===== src/rtl/multiplier_pkg.sv =====
// Shared types and constants for the sequential radix-4 Booth multiplier.
// Optional feature macro used by this codebase slice: MULTIPLIER_SEQ_OVF_EN.
package multiplier_pkg;

    typedef enum logic [1:0] {
        IDLE,
        BUSY,
        DONE
    } state_t;

    typedef enum logic [1:0] {
        MODE_UU,
        MODE_SU,
        MODE_SS
    } mode_t;

    // Number of radix-4 digits in a SIZE+2 bit extended multiplier
    function automatic int STEPS(input int size);
        return size / 2 + 1;
    endfunction

endpackage


===== src/rtl/booth_recoder_r4.sv =====
// Radix-4 Booth recoder: a 3-bit multiplier window becomes a digit in
// {-2,-1,0,+1,+2}, expressed as a one-hot magnitude select plus negate.
module booth_recoder_r4 (
    input  logic [2:0] window,
    output logic       sel_one,
    output logic       sel_two,
    output logic       negate
);

    // Digit magnitude and sign from the overlapping bit triple
    always_comb begin
        sel_one = window[1] ^ window[0];
        sel_two = (window == 3'b011) | (window == 3'b100);
        negate  = window[2] & ~(window[1] & window[0]);
    end

endmodule


===== src/rtl/sklansky_adder.sv =====
// Parallel-prefix (Sklansky) adder with carry-in and carry-out.
module sklansky_adder #(
    parameter int WIDTH = 8
) (
    input  logic [WIDTH-1:0] a,
    input  logic [WIDTH-1:0] b,
    input  logic             cin,
    output logic [WIDTH-1:0] sum,
    output logic             cout
);

    localparam int LEVELS = (WIDTH > 1) ? $clog2(WIDTH) : 1;

    logic [WIDTH-1:0] prop;
    logic [WIDTH-1:0] grp_g;
    logic [WIDTH-1:0] grp_p;
    logic [WIDTH-1:0] carry;

    // Divide-and-conquer prefix tree; the partner bit j never changes within a level
    always_comb begin
        prop  = a ^ b;
        grp_g = a & b;
        grp_p = a ^ b;
        for (int l = 0; l < LEVELS; l++) begin
            for (int i = 0; i < WIDTH; i++) begin
                if (((i >> l) & 1) == 1) begin
                    int j;
                    j = ((i >> l) << l) - 1;
                    grp_g[i] = grp_g[i] | (grp_p[i] & grp_g[j]);
                    grp_p[i] = grp_p[i] & grp_p[j];
                end
            end
        end
        carry[0] = cin;
        for (int i = 1; i < WIDTH; i++) begin
            carry[i] = grp_g[i-1] | (grp_p[i-1] & cin);
        end
        cout = grp_g[WIDTH-1] | (grp_p[WIDTH-1] & cin);
        sum  = prop ^ carry;
    end

endmodule


===== src/rtl/multiplier_seq_msu.sv =====
// Sequential radix-4 Booth multiplier, unsigned / signed-unsigned / signed,
// one Booth digit per BUSY cycle with a valid/ready handshake on each side.
// Optional overflow flag output enabled by macro MULTIPLIER_SEQ_OVF_EN.
module multiplier_seq_msu
    import multiplier_pkg::*;
#(
    parameter int SIZE = 32
) (
    input  logic              clk,
    input  logic              rst_n,
    input  logic              in_valid,
    output logic              in_ready,
    input  logic [SIZE-1:0]   a,
    input  logic [SIZE-1:0]   b,
    input  logic              sign,
    input  logic              mix,
    output logic              out_valid,
    input  logic              out_ready,
    output logic [2*SIZE-1:0] y,
`ifdef MULTIPLIER_SEQ_OVF_EN
    output logic              ovf,
`endif
    output logic              busy
);

    localparam int NUM_STEPS = STEPS(SIZE);
    localparam int CNT_W     = $clog2(NUM_STEPS + 1);
    localparam int EW        = SIZE + 2;

    state_t            state, state_next;
    mode_t             mode_in;
    logic              ready_en;
    logic              accept;
    logic              last_step;
    logic [CNT_W-1:0]  cnt_q;
    logic [EW-1:0]     m_q;
    logic [EW-1:0]     h_q;
    logic [EW-1:0]     l_q;
    logic              prev_q;
    logic              sel_one, sel_two, negate;
    logic [EW-1:0]     pp_mag;
    logic [EW-1:0]     pp;
    logic [EW-1:0]     add_sum;
    logic              add_cout;
    logic [EW:0]       sum_ext;
    logic [EW-1:0]     h_next;
    logic [EW-1:0]     l_next;
    logic [EW-1:0]     a_ext;
    logic [EW-1:0]     b_ext;

    booth_recoder_r4 u_recoder (
        .window  ({l_q[1:0], prev_q}),
        .sel_one (sel_one),
        .sel_two (sel_two),
        .negate  (negate)
    );

    sklansky_adder #(.WIDTH(EW)) u_adder (
        .a    (h_q),
        .b    (pp),
        .cin  (negate),
        .sum  (add_sum),
        .cout (add_cout)
    );

    // Mode decode, operand extension and one Booth step of the shift-add datapath
    always_comb begin
        mode_in = sign ? MODE_SS : (mix ? MODE_SU : MODE_UU);
        a_ext   = (mode_in != MODE_UU) ? {{2{a[SIZE-1]}}, a} : {2'b00, a};
        b_ext   = (mode_in == MODE_SS) ? {{2{b[SIZE-1]}}, b} : {2'b00, b};
        pp_mag  = '0;
        if (sel_one) begin
            pp_mag = m_q;
        end else if (sel_two) begin
            pp_mag = {m_q[EW-2:0], 1'b0};
        end
        pp      = negate ? ~pp_mag : pp_mag;
        // True sign of the EW+1 bit sum recovered from the operand MSBs and carry-out
        sum_ext = {h_q[EW-1] ^ pp[EW-1] ^ add_cout, add_sum};
        h_next  = {sum_ext[EW], sum_ext[EW:2]};
        l_next  = {sum_ext[1:0], l_q[EW-1:2]};
    end

    // Handshake qualifiers; in_ready stays low until the first edge after reset release
    always_comb begin
        last_step = (cnt_q == CNT_W'(NUM_STEPS - 1));
        in_ready  = ready_en & ((state == IDLE) | ((state == DONE) & out_ready));
        accept    = in_valid & in_ready;
        out_valid = (state == DONE);
        busy      = (state == BUSY);
    end

    // Next-state logic for the IDLE/BUSY/DONE controller
    always_comb begin
        state_next = state;
        case (state)
            IDLE: if (accept) state_next = BUSY;
            BUSY: if (last_step) state_next = DONE;
            DONE: begin
                if (accept) begin
                    state_next = BUSY;
                end else if (out_ready) begin
                    state_next = IDLE;
                end
            end
            default: state_next = IDLE;
        endcase
    end

    // State register
    always_ff @(posedge clk or negedge rst_n) begin
        if (!rst_n) begin
            state    <= IDLE;
            ready_en <= 1'b0;
        end else begin
            state    <= state_next;
            ready_en <= 1'b1;
        end
    end

    // Operand capture, per-step accumulation and result latch
    always_ff @(posedge clk or negedge rst_n) begin
        if (!rst_n) begin
            cnt_q  <= '0;
            m_q    <= '0;
            h_q    <= '0;
            l_q    <= '0;
            prev_q <= 1'b0;
            y      <= '0;
        end else if (accept) begin
            cnt_q  <= '0;
            m_q    <= a_ext;
            h_q    <= '0;
            l_q    <= b_ext;
            prev_q <= 1'b0;
        end else if (state == BUSY) begin
            cnt_q  <= cnt_q + 1'b1;
            h_q    <= h_next;
            l_q    <= l_next;
            prev_q <= l_q[1];
            if (last_step) begin
                y <= {h_next[SIZE-3:0], l_next};
            end
        end
    end

`ifdef MULTIPLIER_SEQ_OVF_EN
    logic signed_res_q;
    logic ovf_next;

    // Upper half must equal the extension of the lower half for the result mode
    always_comb begin
        if (signed_res_q) begin
            ovf_next = ({h_next[SIZE-3:0], l_next[EW-1:SIZE]} != {SIZE{l_next[SIZE-1]}});
        end else begin
            ovf_next = ({h_next[SIZE-3:0], l_next[EW-1:SIZE]} != '0);
        end
    end

    // Overflow flag registered alongside the product
    always_ff @(posedge clk or negedge rst_n) begin
        if (!rst_n) begin
            signed_res_q <= 1'b0;
            ovf          <= 1'b0;
        end else if (accept) begin
            signed_res_q <= (mode_in != MODE_UU);
        end else if ((state == BUSY) && last_step) begin
            ovf <= ovf_next;
        end
    end
`endif

endmodule


===== config.mk =====
export PLATFORM = sky130hd
export DESIGN_NAME = multiplier_seq_msu
export DESIGN_NICKNAME = d
export VERILOG_FILES = /design/src/rtl/multiplier_pkg.sv /design/src/rtl/booth_recoder_r4.sv /design/src/rtl/sklansky_adder.sv /design/src/rtl/multiplier_seq_msu.sv
export SDC_FILE = /design/constraint.sdc
export NUM_CORES = 1
export LEC_CHECK = 0
export BUFFER_PORTS_ARGS = -buffer_cell sky130_fd_sc_hd__buf_4
export CAP_MARGIN = 5
export CORE_ASPECT_RATIO = 1.5
export CORE_MARGIN = 3
export CORE_UTILIZATION = 57
export CTS_CLUSTER_DIAMETER = 120
export DETAILED_ROUTE_END_ITERATION = 7
export PLACE_DENSITY = 0.83
export REMOVE_ABC_BUFFERS = 1
export SKIP_LAST_GASP = 1
export SLEW_MARGIN = 40
export SYNTH_ARGS = -nofsm -noshare
export SYNTH_HDL_FRONTEND = slang
export SYNTH_SLANG_ARGS = --single-unit

===== constraint.sdc =====
create_clock -name clk -period 4.65 [get_ports clk]
set_input_delay 0.93 -clock clk [delete_from_list [all_inputs] [get_ports clk]]
set_output_delay 0.93 -clock clk [all_outputs]
set_load 0.01 [all_outputs]

Yosys cells after proc, flatten, opt, wreduce, memory -nomap -nowiden:

Cells that the tools add are included.

* register bits after elaboration: 175
* input port bits: 70

* add/subtract/negate cells: 1
* eq/ne operators: 9
* multiplexer cells: 20
* bitwise gates (word level): 333
* reductions and logical operators: 5

Operators with widths (number)
* 2-to-1 mux 34 bit: 9
* AND 1 bit: 205
* OR 1 bit: 119
* bitwise XOR 34 bit: 2
* AND 34 bit: 1
* NOT 34 bit: 1
* 2-to-1 mux 2 bit: 5
* 2-to-1 mux 5 bit: 2
* case mux 2 bit (3 select lines): 1
* AND reduction 3 bit: 2
* adder 5 x 1 -> 5 bit, second input constant: 1
* == test 5 bit, second input constant: 1
* == test 2 bit, second input constant: 2
* nonzero test 2 bit: 2
* == test 3 x 2 -> 1 bit, second input constant: 1
* == test 3 bit, second input constant: 1
* 2-to-1 mux 1 bit: 3
* != test 3 x 1 -> 1 bit, second input constant: 1
* bitwise XOR 1 bit: 3
* == test 2 x 1 -> 1 bit, second input constant: 1
* zero test 2 bit: 1
* != test 2 x 1 -> 1 bit, second input constant: 1
* != test 2 bit, second input constant: 1
* NOT 1 bit: 2

Logic depth before layout (Yosys ltp):

Gate-level depths: netlist of the first run.

* depth after elaboration: 23
* mapped depth: 16
* mapped depth without buffers: 15

Cells and area by module:

Synthesis of the first run repeated with hierarchy kept, for this count alone.

* cells, all modules: 850
* area, all modules: 9425.3 um2

By module, submodules not included
* multiplier_seq_msu: times used 1, cells each 628, area an instance 7777.5 um2, sequential area each 4329.2 um2
* sklansky_adder: times used 1, cells each 216, area an instance 1594.0 um2, sequential area each 0.0 um2
* booth_recoder_r4: times used 1, cells each 6, area an instance 53.8 um2, sequential area each 0.0 um2

Worst setup path after synthesis of the first run:

OpenSTA, ideal clock, no wires.

* path kind: flip-flop to flip-flop
* start point: reg l_q[0]
* end point: reg y[55]
* library setup time: 0.133 ns
* arrival: 3.639 ns
* required time: 4.517 ns
* slack: 0.878 ns
* cell stages (with the launch flop): 15
* buffers on the path: 2
* period minus slack after synthesis: 3.772 ns
* path through: dfrtp_1 -> ha_1 -> nor2b_1 -> clkbuf_1 -> buf_1 -> xnor2_1 -> ha_1 -> a21o_1 -> a31o_2 -> a221oi_1 -> or2_2 -> nand3_1 -> a41oi_1 -> xor2_1 -> o21ai_0

* word-level cells in the longest chain between the ends: 19
* elaborated cells between the ends (all ways): 82

RTL lines
* start, declared: RTL line multiplier_seq_msu.sv:38 `logic [EW-1:0] l_q;`
* start signal, assigned: RTL line multiplier_seq_msu.sv:134 `l_q <= b_ext;`
* start signal, assigned: RTL line multiplier_seq_msu.sv:139 `l_q <= l_next;`
* == test 3 x 2 -> 1 bit or == test 3 bit (tied branches): RTL line booth_recoder_r4.sv:13 `sel_two = (window == 3'b011) | (window == 3'b100);`
* OR 1 bit: RTL line booth_recoder_r4.sv:13
* 2-to-1 mux 34 bit: RTL line multiplier_seq_msu.sv:74 `end else if (sel_two) begin`
* 2-to-1 mux 34 bit: RTL line multiplier_seq_msu.sv:72 `if (sel_one) begin`
* NOT 34 bit: RTL line multiplier_seq_msu.sv:77 `pp = negate ? ~pp_mag : pp_mag;`
* 2-to-1 mux 34 bit: RTL line multiplier_seq_msu.sv:77
* bitwise XOR 34 bit: RTL line sklansky_adder.sv:21, sklansky_adder.sv:23
* AND 1 bit: RTL line sklansky_adder.sv:29 `grp_g[i] = grp_g[i] | (grp_p[i] & grp_g[j]);`
* (+3 left out)
* AND 1 bit: RTL line sklansky_adder.sv:29
* OR 1 bit: RTL line sklansky_adder.sv:29
* AND 1 bit: RTL line sklansky_adder.sv:29
* OR 1 bit: RTL line sklansky_adder.sv:29
* AND 1 bit: RTL line sklansky_adder.sv:29
* OR 1 bit: RTL line sklansky_adder.sv:29
* OR 1 bit: RTL line sklansky_adder.sv:36 `carry[i] = grp_g[i-1] | (grp_p[i-1] & cin);`
* bitwise XOR 34 bit *: RTL line sklansky_adder.sv:39 `sum = prop ^ carry;`
* end signal, assigned: RTL line multiplier_seq_msu.sv:142 `y <= {h_next[SIZE-3:0], l_next};`
* end, declared: RTL line multiplier_seq_msu.sv:19 `output logic [2*SIZE-1:0] y,`

Every way passes the cells marked *; elsewhere a longest branch is shown, timed or not.
A chain may end at the register's enable or synchronous reset.

Worst setup path after layout of the first run:

* start point: reg l_q[0]
* end point: reg y[43]

* word-level cells in the longest chain between the ends: 17
* elaborated cells between the ends (all ways): 46

RTL lines (RTL line)
* == test 3 x 2 -> 1 bit or == test 3 bit (tied branches): booth_recoder_r4.sv:13
* OR 1 bit: booth_recoder_r4.sv:13
* 2-to-1 mux 34 bit: multiplier_seq_msu.sv:74
* 2-to-1 mux 34 bit: multiplier_seq_msu.sv:72
* NOT 34 bit: multiplier_seq_msu.sv:77
* 2-to-1 mux 34 bit: multiplier_seq_msu.sv:77
* bitwise XOR 34 bit: sklansky_adder.sv:21, sklansky_adder.sv:23
* AND 1 bit: sklansky_adder.sv:29
* OR 1 bit: sklansky_adder.sv:29
* AND 1 bit: sklansky_adder.sv:29
* OR 1 bit: sklansky_adder.sv:29
* AND 1 bit: sklansky_adder.sv:29
* OR 1 bit: sklansky_adder.sv:29
* AND 1 bit: sklansky_adder.sv:29
* OR 1 bit: sklansky_adder.sv:29
* OR 1 bit: sklansky_adder.sv:36
* bitwise XOR 34 bit *: sklansky_adder.sv:39

Marks and branches as above.

==> results of run 1 <==
kinds of logic (layout without fill, tap and decap cells):
kind of cell	Yosys count	in the layout	share of synthesized area [%]
xor+xnor	56	56	5.543
fa+ha+maj	38	38	5.373
flops	173	173	48.93
buf+inv	69	195	2.927
compound gates	210	210	16.08
simple gates	438	438	20.55
other cells	1	1	0.04238
mux	5	5	0.5656
path summary, 6_finish.rpt:
kind	slack [ns]	to	cells after the start
min reg2reg	0.48	y[40]$_DFFE_PN0P_	2
min in group asynchronous	0.52	y[40]$_DFFE_PN0P_	1
max	0.43	y[43]$_DFFE_PN0P_	14
max in group asynchronous	3.18	m_q[25]$_DFFE_PN0P_	2
max reg2reg	0.43	y[43]$_DFFE_PN0P_	14
min	0.48	y[40]$_DFFE_PN0P_	2
per-stage QoR:
stage          util (%)  instance area (sq um)  worst slack, ns  hold slack (ns)  setup TNS (ns)
2_1_floorplan         -                   8638          -0.6518           0.4551          -31.86
3_3_place_gp      66.32                  10040           0.2113           0.4603               0
3_5_place_dp      66.42                  10060           0.4439           0.4639               0
4_1_cts           70.69                  10700           0.4067           0.4815               0
5_1_grt           70.74                  10710          0.05498           0.5026               0
6_report          70.74                  10710           0.4257           0.4783               0
critical path, cell delays in order (launching register included):
cell and delay, ns:
dfrtp_1 0.38, ha_1 0.29, mux2i_1 0.16, nor2_4 0.60
a22oi_1 0.17, xnor2_1 0.17, ha_1 0.37, a211o_1 0.37
o2111ai_4 0.26, a21oi_4 0.12, o21ai_0 0.33, a21boi_0 0.23
o21a_1 0.23, o21a_1 0.19, o31ai_1 0.24
Yosys cell counts, drive strengths merged, types with 5 or more instances:
cell and count:
nand2 317, a21boi 7, xnor2 41, a31oi 19, inv 13, nand3 39, o21a 8, dfrtp 173
a21o 12, xor2 15, a21oi 22, clkbuf 53, nand2b 5, ha 38, nor3 9, mux2i 5
o21ai 65, o31ai 15, nand4 5, a22oi 47, nor2 39
layer usage:
layer  wire [microns]  vias up  share of wire, %  global-route usage (%)
met3             1066       46               4.9                   6.045
met1             8485     3608                39                   30.62
met4              437        0               2.0                   8.243
met2            11740      207                54                   47.86
li1                 -     3596                 -                       -
met5                0        -                 0                       0
registers in the layout (all words and copies together) (netlist names):
name and cells:
state 2, h_q 33, prev_q 1, ready_en 1, y 64, cnt_q 5
l_q 34, m_q 33
cell type report:
class                   count  area [sq um]
clock buffers              19         442.9
well taps                 199         249.0
clock inverters            13         202.7
inverters                  13         48.80
flip-flops and latches    173          4329
repair buffers            150          1134
fillers                  1200          4429
multi-input cells         748          4304
==> results.sh, run 1 <==
export IMPL_setup_viol=0
export IMPL_post_cts_buffers=0
export IMPL_clock_sinks=173
export IMPL_antenna_found_initial=0
export IMPL_drive_gt1_share_pct=18.10
export IMPL_ys_ff_latch=173
export IMPL_dp_cells=1283
export IMPL_die_area_sq_mm=0.01709
export IMPL_dp_hpwl_mm=14.40
export IMPL_row_count=55
export IMPL_core_area_sq_mm=0.01514
export IMPL_wire_per_inst_microns=16.53
export IMPL_die_w_microns=107.7
export IMPL_layout_common_cells="nand2_1, dfrtp_1, buf_4"
export IMPL_critPathLaunchType="flip-flop"
export IMPL_yosysSeqAreaShare_pct=48.93
export IMPL_worst_slew_pin_slew_ns=0.8262
export IMPL_root_buffer="clkbuf_16"
export IMPL_via_per_inst=5.671
export IMPL_cts_max_level=4
export IMPL_grt_max_degree=100
export IMPL_drc_errors=0
export IMPL_worst_r2r_startpoint="l_q[0]$_DFFE_PN0P_"
export IMPL_cts_buffer_depth=2
export IMPL_slew_headroom_pct=44.80
export IMPL_syn2layout_area_growth_pct=21.04
export IMPL_layout_commonest_cell="nand2_1"
export IMPL_grt_pass1_vias=7503
export IMPL_drv_slew=0
export IMPL_crit_path_end_kind="flip-flop"
export IMPL_grt_use_total_pct=26.30
export IMPL_chipHeight_microns=158.6
export IMPL_layout_cells_non_filler=1315
export IMPL_ys_warnings_count=0
export IMPL_initial_core_util_pct=58.45
export IMPL_cts_resized=0
export IMPL_hp_class="reg2reg"
export IMPL_syn_inst=990
export IMPL_rsz0062_at_grt="no"
export IMPL_hold_violations=0
export IMPL_synth_distinct_cells=54
export IMPL_async_reset_ff_share_pct=100.0
export IMPL_yosys_top_cells_area="dfrtp_1, nand2_1, ha_1, xnor2_1, a22oi_1"
export IMPL_first_iter_violations=332
export IMPL_numCtsBuffers=17
export IMPL_worstPathArrival_ns=4.56
export IMPL_clk_latency_ns=0.44
export IMPL_routed_wl_mm=21.73
export IMPL_cts_tree="built"
export IMPL_critical_path_class="reg2reg"
export IMPL_hp_start="y[40]$_DFFE_PN0P_"
export IMPL_final_min_clock_period_ns=4.224
export IMPL_port_buffers=136
export IMPL_num_io_pins=137
export IMPL_syn_avg_cell_area_sq_um=8.938
export IMPL_status="completed"
export IMPL_synth_edff_count=0
export IMPL_firstDrtPassIters=5
export IMPL_min_period_over_period_pct=90.85
export IMPL_startpoint="l_q[0]$_DFFE_PN0P_"
export IMPL_grt_pass1_wl_mm=35.84
export IMPL_fin_skew_ns=0.01155
export IMPL_antenna_cells=0
export IMPL_antenna_left=0
export IMPL_holdBufCountCts=0
export IMPL_synth_area_sq_mm=0.008848
export IMPL_fmax_ghz=0.2367
export IMPL_synth_area_leader_cell="dfrtp_1"
export IMPL_worstPathRequired_ns=4.99
export IMPL_synth_top_cell_area_share_pct=48.93
export IMPL_ys_dominant_reg_cell="dfrtp_1"
export IMPL_cts_clk_slew_worst_paths_ns=0.07
export IMPL_finalWeightedCongestion=0.8571
export IMPL_worstPathMaxFanout=32
export IMPL_nets=1211
export IMPL_maxCapViolCount=0
export IMPL_vias=7457
export IMPL_gr_total_overflow=0
Power of run 1 is not shown: default switching activity piles up to over one toggle a cycle in this logic, so the estimate is an artifact.
==> inputs of run 2 (changes only) <==
==> constraint.sdc (replaced) <==
create_clock -name clk -period 3.9 [get_ports clk]
set_input_delay 0.78 -clock clk [delete_from_list [all_inputs] [get_ports clk]]
set_output_delay 0.78 -clock clk [all_outputs]
set_load 0.01 [all_outputs]
==> run 2 against run 1 <==
  * Hold slack got worse by 0.13 ns
  * Utilization grew 0.68 points
  * Wire length is 0.82% higher
  * Register-to-register slack got worse by 0.26 ns
  * Fmax up 13%
  * First-iteration DRC count increased by 9.0%
  * Global-route usage decreased by 0.21 points
  * Clock-buffer cell count is 2 lower
  * Critical path depth is 1 higher
  * Die area is the same
==> results.sh, run 2 (synthesis results as in run 1) <==
export IMPL_status="completed"
export IMPL_busiest_layer="met2"
export IMPL_crit_path_end_kind="flip-flop"
export IMPL_layout_common_cells="nand2_1, dfrtp_1, buf_4"
export IMPL_hold_violations=0
export IMPL_worstPathMaxFanout=8
export IMPL_maxCapViolCount=0
export IMPL_finalInstanceArea_sq_mm=0.01081
export IMPL_min_period_over_period_pct=95.79
export IMPL_grtUsageMet1_pct=30.71
export IMPL_critPathLaunchType="flip-flop"
export IMPL_numCtsBuffers=17
export IMPL_die_w_microns=107.7
export IMPL_grt_pass1_wl_mm=35.82
export IMPL_grt_pass1_vias=7483
export IMPL_final_util_pct=71.42
export IMPL_gr_total_overflow=0
export IMPL_clk_latency_ns=0.43
export IMPL_fin_skew_ns=0.01188
export IMPL_vias=7488
export IMPL_clock_sinks=173
export IMPL_slew_headroom_pct=54.38
export IMPL_via_per_inst=5.647
export IMPL_grtUsageMet3_pct=5.680
export IMPL_multiInputGateArea_sq_mm=0.004354
export IMPL_firstDrtPassIters=5
export IMPL_use_met2_pct=46.71
export IMPL_worstPathArrival_ns=4.02
export IMPL_root_buffer="clkbuf_16"
export IMPL_rsz0062_at_grt="yes"
export IMPL_final_min_clock_period_ns=3.736
export IMPL_die_area_sq_mm=0.01709
export IMPL_worst_slew_pin_slew_ns=0.6801
export IMPL_largest_register_ffs=64
export IMPL_hp_class="in2async"
export IMPL_n_fill_cell=1211
export IMPL_cts_clk_slew_worst_paths_ns=0.07
export IMPL_routed_wl_mm=21.91
export IMPL_initial_core_util_pct=58.45
export IMPL_drc_errors=0
export IMPL_antenna_cells=0
export IMPL_antenna_found_initial=0
export IMPL_core_area_sq_mm=0.01514
export IMPL_holdBufCountCts=0
export IMPL_first_iter_violations=362
export IMPL_grt_max_degree=100
export IMPL_place_area_sq_mm=0.01011
export IMPL_cts_max_level=4
export IMPL_syn2layout_area_growth_pct=22.20
export IMPL_fmax_ghz=0.2677
export IMPL_antenna_left=0
export IMPL_critical_path_class="reg2reg"
export IMPL_setup_slack_ns=0.1644
export IMPL_drive_gt1_share_pct=19.88
export IMPL_nets=1222
export IMPL_final_seq_area_sq_mm=0.004329
export IMPL_dp_hpwl_mm=14.50
export IMPL_chipHeight_microns=158.6
export IMPL_grt_use_total_pct=26.09
export IMPL_setup_viol=0
export IMPL_drv_slew=0
export IMPL_row_count=55
export IMPL_fin_setup_tns_ns=0
export IMPL_pre_cts_slack_ns=0.03390
export IMPL_num_io_pins=137
export IMPL_largest_registers="y: 64 flops, l_q: 34 flops"
export IMPL_cts_buffer_depth=2
export IMPL_port_buffers=136
export IMPL_top_register="y"
export IMPL_wire_per_inst_microns=16.52
export IMPL_finalWeightedCongestion=0.8528
export IMPL_layout_commonest_cell="nand2_1"
export IMPL_worstPathRequired_ns=4.19
export IMPL_cts_tree="built"
-- run 2: repair_timing --
action,in CTS,in global routing
pin swaps,0,4
resized for setup,1,18
buffers inserted,0,4
endpoints found under the hold margin,0,0
setup endpoints to repair,4,36
-- run 2: through the flow --
| stage | hold WS (ns) | instances |
|---|---|---|
| 2_1_floorplan | 0.4551 | 934 |
| 3_3_place_gp | 0.4592 | 1290 |
| 3_5_place_dp | 0.4639 | 1290 |
| 4_1_cts | 0.3826 | 1322 |
| 5_1_grt | 0.3911 | 1326 |
| 6_report | 0.3530 | 1326 |
-- run 2: worst paths after layout --
path,cells after the start,from,to,slack (ns)
min in group clk,2,y[33]$_DFFE_PN0P_,y[33]$_DFFE_PN0P_,0.48
worst max-delay path,15,l_q[0]$_DFFE_PN0P_,h_q[27]$_DFFE_PN0P_,0.16
worst min-delay path,1,rst_n,m_q[9]$_DFFE_PN0P_,0.35
worst min register to register,2,y[33]$_DFFE_PN0P_,y[33]$_DFFE_PN0P_,0.48
worst max register to register,15,l_q[0]$_DFFE_PN0P_,h_q[27]$_DFFE_PN0P_,0.16
max in group asynchronous,2,rst_n,y[33]$_DFFE_PN0P_,2.59
-- run 2: layout make-up --
| class | instances | share of cell area [%] |
|---|---|---|
| clock buffer | 17 | 3.934 |
| clock inverter | 15 | 1.527 |
| inverter | 13 | 0.4513 |
| multi-input combinational | 748 | 40.27 |
| sequential | 173 | 40.04 |
| tap | 199 | 2.303 |
| timing repair buffer | 161 | 11.48 |
-- run 2: routing by layer --
| layer | part of all wire (%) | routed length [microns] |
|---|---|---|
| met2 | 54 | 11730 |
| met3 | 4.8 | 1053 |
| met5 | 0 | 0 |
| met4 | 2.2 | 491 |
| met1 | 39 | 8631 |
-- run 2: critical path: stages, from the launching register on --
cell	delay [ns]
dfrtp_1	0.37
inv_1	0.06
ha_1	0.37
nor2_4	0.25
buf_4	0.21
a22oi_1	0.09
xnor2_1	0.14
ha_1	0.35
a21o_1	0.22
a21o_1	0.21
a21oi_1	0.27
o22ai_2	0.17
a22o_1	0.28
o31ai_1	0.26
nor3b_2	0.25
o31ai_1	0.08
Power of run 2 is left out for the same reason.
==> inputs of run 3 (changes only) <==
--- a/config.mk
+++ b/config.mk
@@ -14,6 +14,7 @@
 export DETAILED_ROUTE_END_ITERATION = 7
 export PLACE_DENSITY = 0.83
 export REMOVE_ABC_BUFFERS = 1
+export SETUP_SLACK_MARGIN = 0.3
 export SKIP_LAST_GASP = 1
 export SLEW_MARGIN = 40
 export SYNTH_ARGS = -nofsm -noshare
==> run 3 against run 2 <==
  * Final area rose by 4.5%
  * Global-route usage is 0.67 points higher
  * Final cell count rose by 1.7%
  * Wire length rose by 7.0%
  * Fmax is 4.8% higher
  * Clock skew up 0.0041 ns
  * Register-to-register slack better by 0.17 ns
  * Via count up 2.9%
  * Utilization grew 3.2 points
  * Flip-flop and latch count unchanged
  * Worst setup slack gained 0.17 ns
  * Largest cell class unchanged
==> results.sh, run 3 (synthesis results as in run 1) <==
export IMPL_grt_pass1_vias=7631
export IMPL_setup_viol=0
export IMPL_cp_buffers_inverters=2
export IMPL_worst_r2r_startpoint="l_q[0]$_DFFE_PN0P_"
export IMPL_largest_register_ffs=64
export IMPL_num_io_pins=137
export IMPL_grt_pass1_wl_mm=36.65
export IMPL_chipHeight_microns=158.6
export IMPL_status="completed"
export IMPL_critPathMaxStageDelay_ns=0.44
export IMPL_gr_total_overflow=0
export IMPL_cts_buffer_depth=2
export IMPL_critical_path_top_delay_family="compound AO/OA/AOI/OAI gates"
export IMPL_crit_chain="ha_4 -> mux2i_4 -> nor2_4 -> buf_12 -> buf_4 -> a22oi_1 -> xnor2_1 -> ha_1 -> a21o_1 -> a21oi_2 -> o22ai_2 -> a22o_4 -> o31ai_4 -> nor3b_4 -> o31ai_2"
export IMPL_core_area_sq_mm=0.01514
export IMPL_maxCapViolCount=0
export IMPL_n_fill_cell=1100
export IMPL_worst_slew_pin_slew_ns=0.6779
export IMPL_dp_hpwl_mm=14.50
export IMPL_layout_common_cells="nand2_1, buf_4, dfrtp_1"
export IMPL_port_buffers=136
export IMPL_antenna_left=0
export IMPL_final_min_clock_period_ns=3.564
export IMPL_place_area_sq_mm=0.01011
export IMPL_numCtsBuffers=17
export IMPL_worstPathArrival_ns=3.86
export IMPL_slew_headroom_pct=54.52
export IMPL_clock_sinks=173
export IMPL_startpoint="l_q[0]$_DFFE_PN0P_"
export IMPL_layout_commonest_cell="nand2_1"
export IMPL_fin_skew_ns=0.01596
export IMPL_r2r_end="h_q[27]$_DFFE_PN0P_"
export IMPL_wire_per_inst_microns=17.38
export IMPL_antenna_found_initial=0
export IMPL_hold_violations=0
export IMPL_top_register="y"
export IMPL_worstPathMaxFanout=11
export IMPL_initial_core_util_pct=58.45
export IMPL_routed_wl_mm=23.45
export IMPL_worstPathRequired_ns=4.20
export IMPL_drv_slew=0
export IMPL_r2r_setup_slack_ns=0.34
export IMPL_dp_cells=1290
export IMPL_drc_errors=0
export IMPL_first_iter_violations=445
export IMPL_die_w_microns=107.7
export IMPL_cts_max_level=4
export IMPL_vias=7706
export IMPL_hp_class="in2async"
export IMPL_worstRegToRegCells=15
export IMPL_crit_path_end_kind="flip-flop"
export IMPL_drive_gt1_share_pct=24.52
export IMPL_cts_tree="built"
export IMPL_nets=1245
export IMPL_die_area_sq_mm=0.01709
export IMPL_fmax_ghz=0.2806
export IMPL_grt_use_total_pct=26.76
export IMPL_root_buffer="clkbuf_16"
export IMPL_layout_cells_non_filler=1349
export IMPL_row_count=55
export IMPL_grt_max_degree=100
export IMPL_cts_clk_slew_worst_paths_ns=0.07
export IMPL_clk_latency_ns=0.44
export IMPL_finalWeightedCongestion=0.8528
export IMPL_syn2layout_area_growth_pct=27.67
export IMPL_via_per_inst=5.712
export IMPL_critical_path_class="reg2reg"
export IMPL_critPathLaunchType="flip-flop"
export IMPL_finalInstanceArea_sq_mm=0.01130
export IMPL_largest_registers="y: 64 flops, l_q: 34 flops"
export IMPL_firstDrtPassIters=5
export IMPL_min_period_over_period_pct=91.39
export IMPL_rsz0062_at_grt="yes"
export IMPL_cpMaxStageDelayCell="dfrtp_2"
export IMPL_antenna_cells=0
-- run 3: cell count changes in the layout (fill, tap and decap cells not counted), sizes merged --
cell and change:
buf +22, clkbuf +1
-- run 3: timing repair --
item,CTS,global route
buffers inserted,4,22
cloned,0,1
hold buffers,0,0
gates resized for setup,29,44
setup endpoints to repair,42,41
pin swaps,14,46
-- run 3: worst reg2reg max path: stages (launching register included) --
cell	delay [ns]
dfrtp_2	0.44
ha_4	0.20
mux2i_4	0.16
nor2_4	0.05
buf_12	0.14
buf_4	0.17
a22oi_1	0.22
xnor2_1	0.20
ha_1	0.33
a21o_1	0.25
a21oi_2	0.24
o22ai_2	0.15
a22o_4	0.28
o31ai_4	0.25
nor3b_4	0.26
o31ai_2	0.09
-- run 3: area by class of cell --
class | instances | area, sq um | area share (%)
inverters | 13 | 48.80 | 0.4319
repair buffers | 184 | 1456 | 12.89
flip-flops and latches | 173 | 4330 | 38.33
clock buffers | 17 | 425.4 | 3.766
well taps | 199 | 249.0 | 2.204
multi-input cells | 748 | 4622 | 40.91
clock inverters | 15 | 165.2 | 1.462
-- run 3: worst max path at each step --
stage | to | cells past startpoint
floorplan | h_q[21]$_DFFE_PN0P_ | 12
global placement | h_q[21]$_DFFE_PN0P_ | 14
detailed placement | h_q[21]$_DFFE_PN0P_ | 14
CTS | h_q[27]$_DFFE_PN0P_ | 17
global route | h_q[20]$_DFFE_PN0P_ | 16
finish | h_q[27]$_DFFE_PN0P_ | 15
-- run 3: metrics by stage --
stage	setup TNS (ns)	setup WS [ns]	hold slack [ns]	utilization, %
6_report	0	0.3360	0.3596	74.62
5_1_grt	0	0.1410	0.3882	74.62
4_1_cts	0	0.2852	0.3826	71.80
3_5_place_dp	0	0.03390	0.4639	66.81
3_3_place_gp	0	0.1583	0.4592	66.75
2_1_floorplan	-105.79	-1.402	0.4551	-
-- run 3: per-layer routing --
layer	share of wire [%]	global-route usage (%)	routed length, microns
met1	38	31.17	8971
met2	53	47.72	12500
met3	4.9	5.801	1154
met4	3.5	10.89	819
met5	0	0	0
Power of run 3 is left out for the same reason.
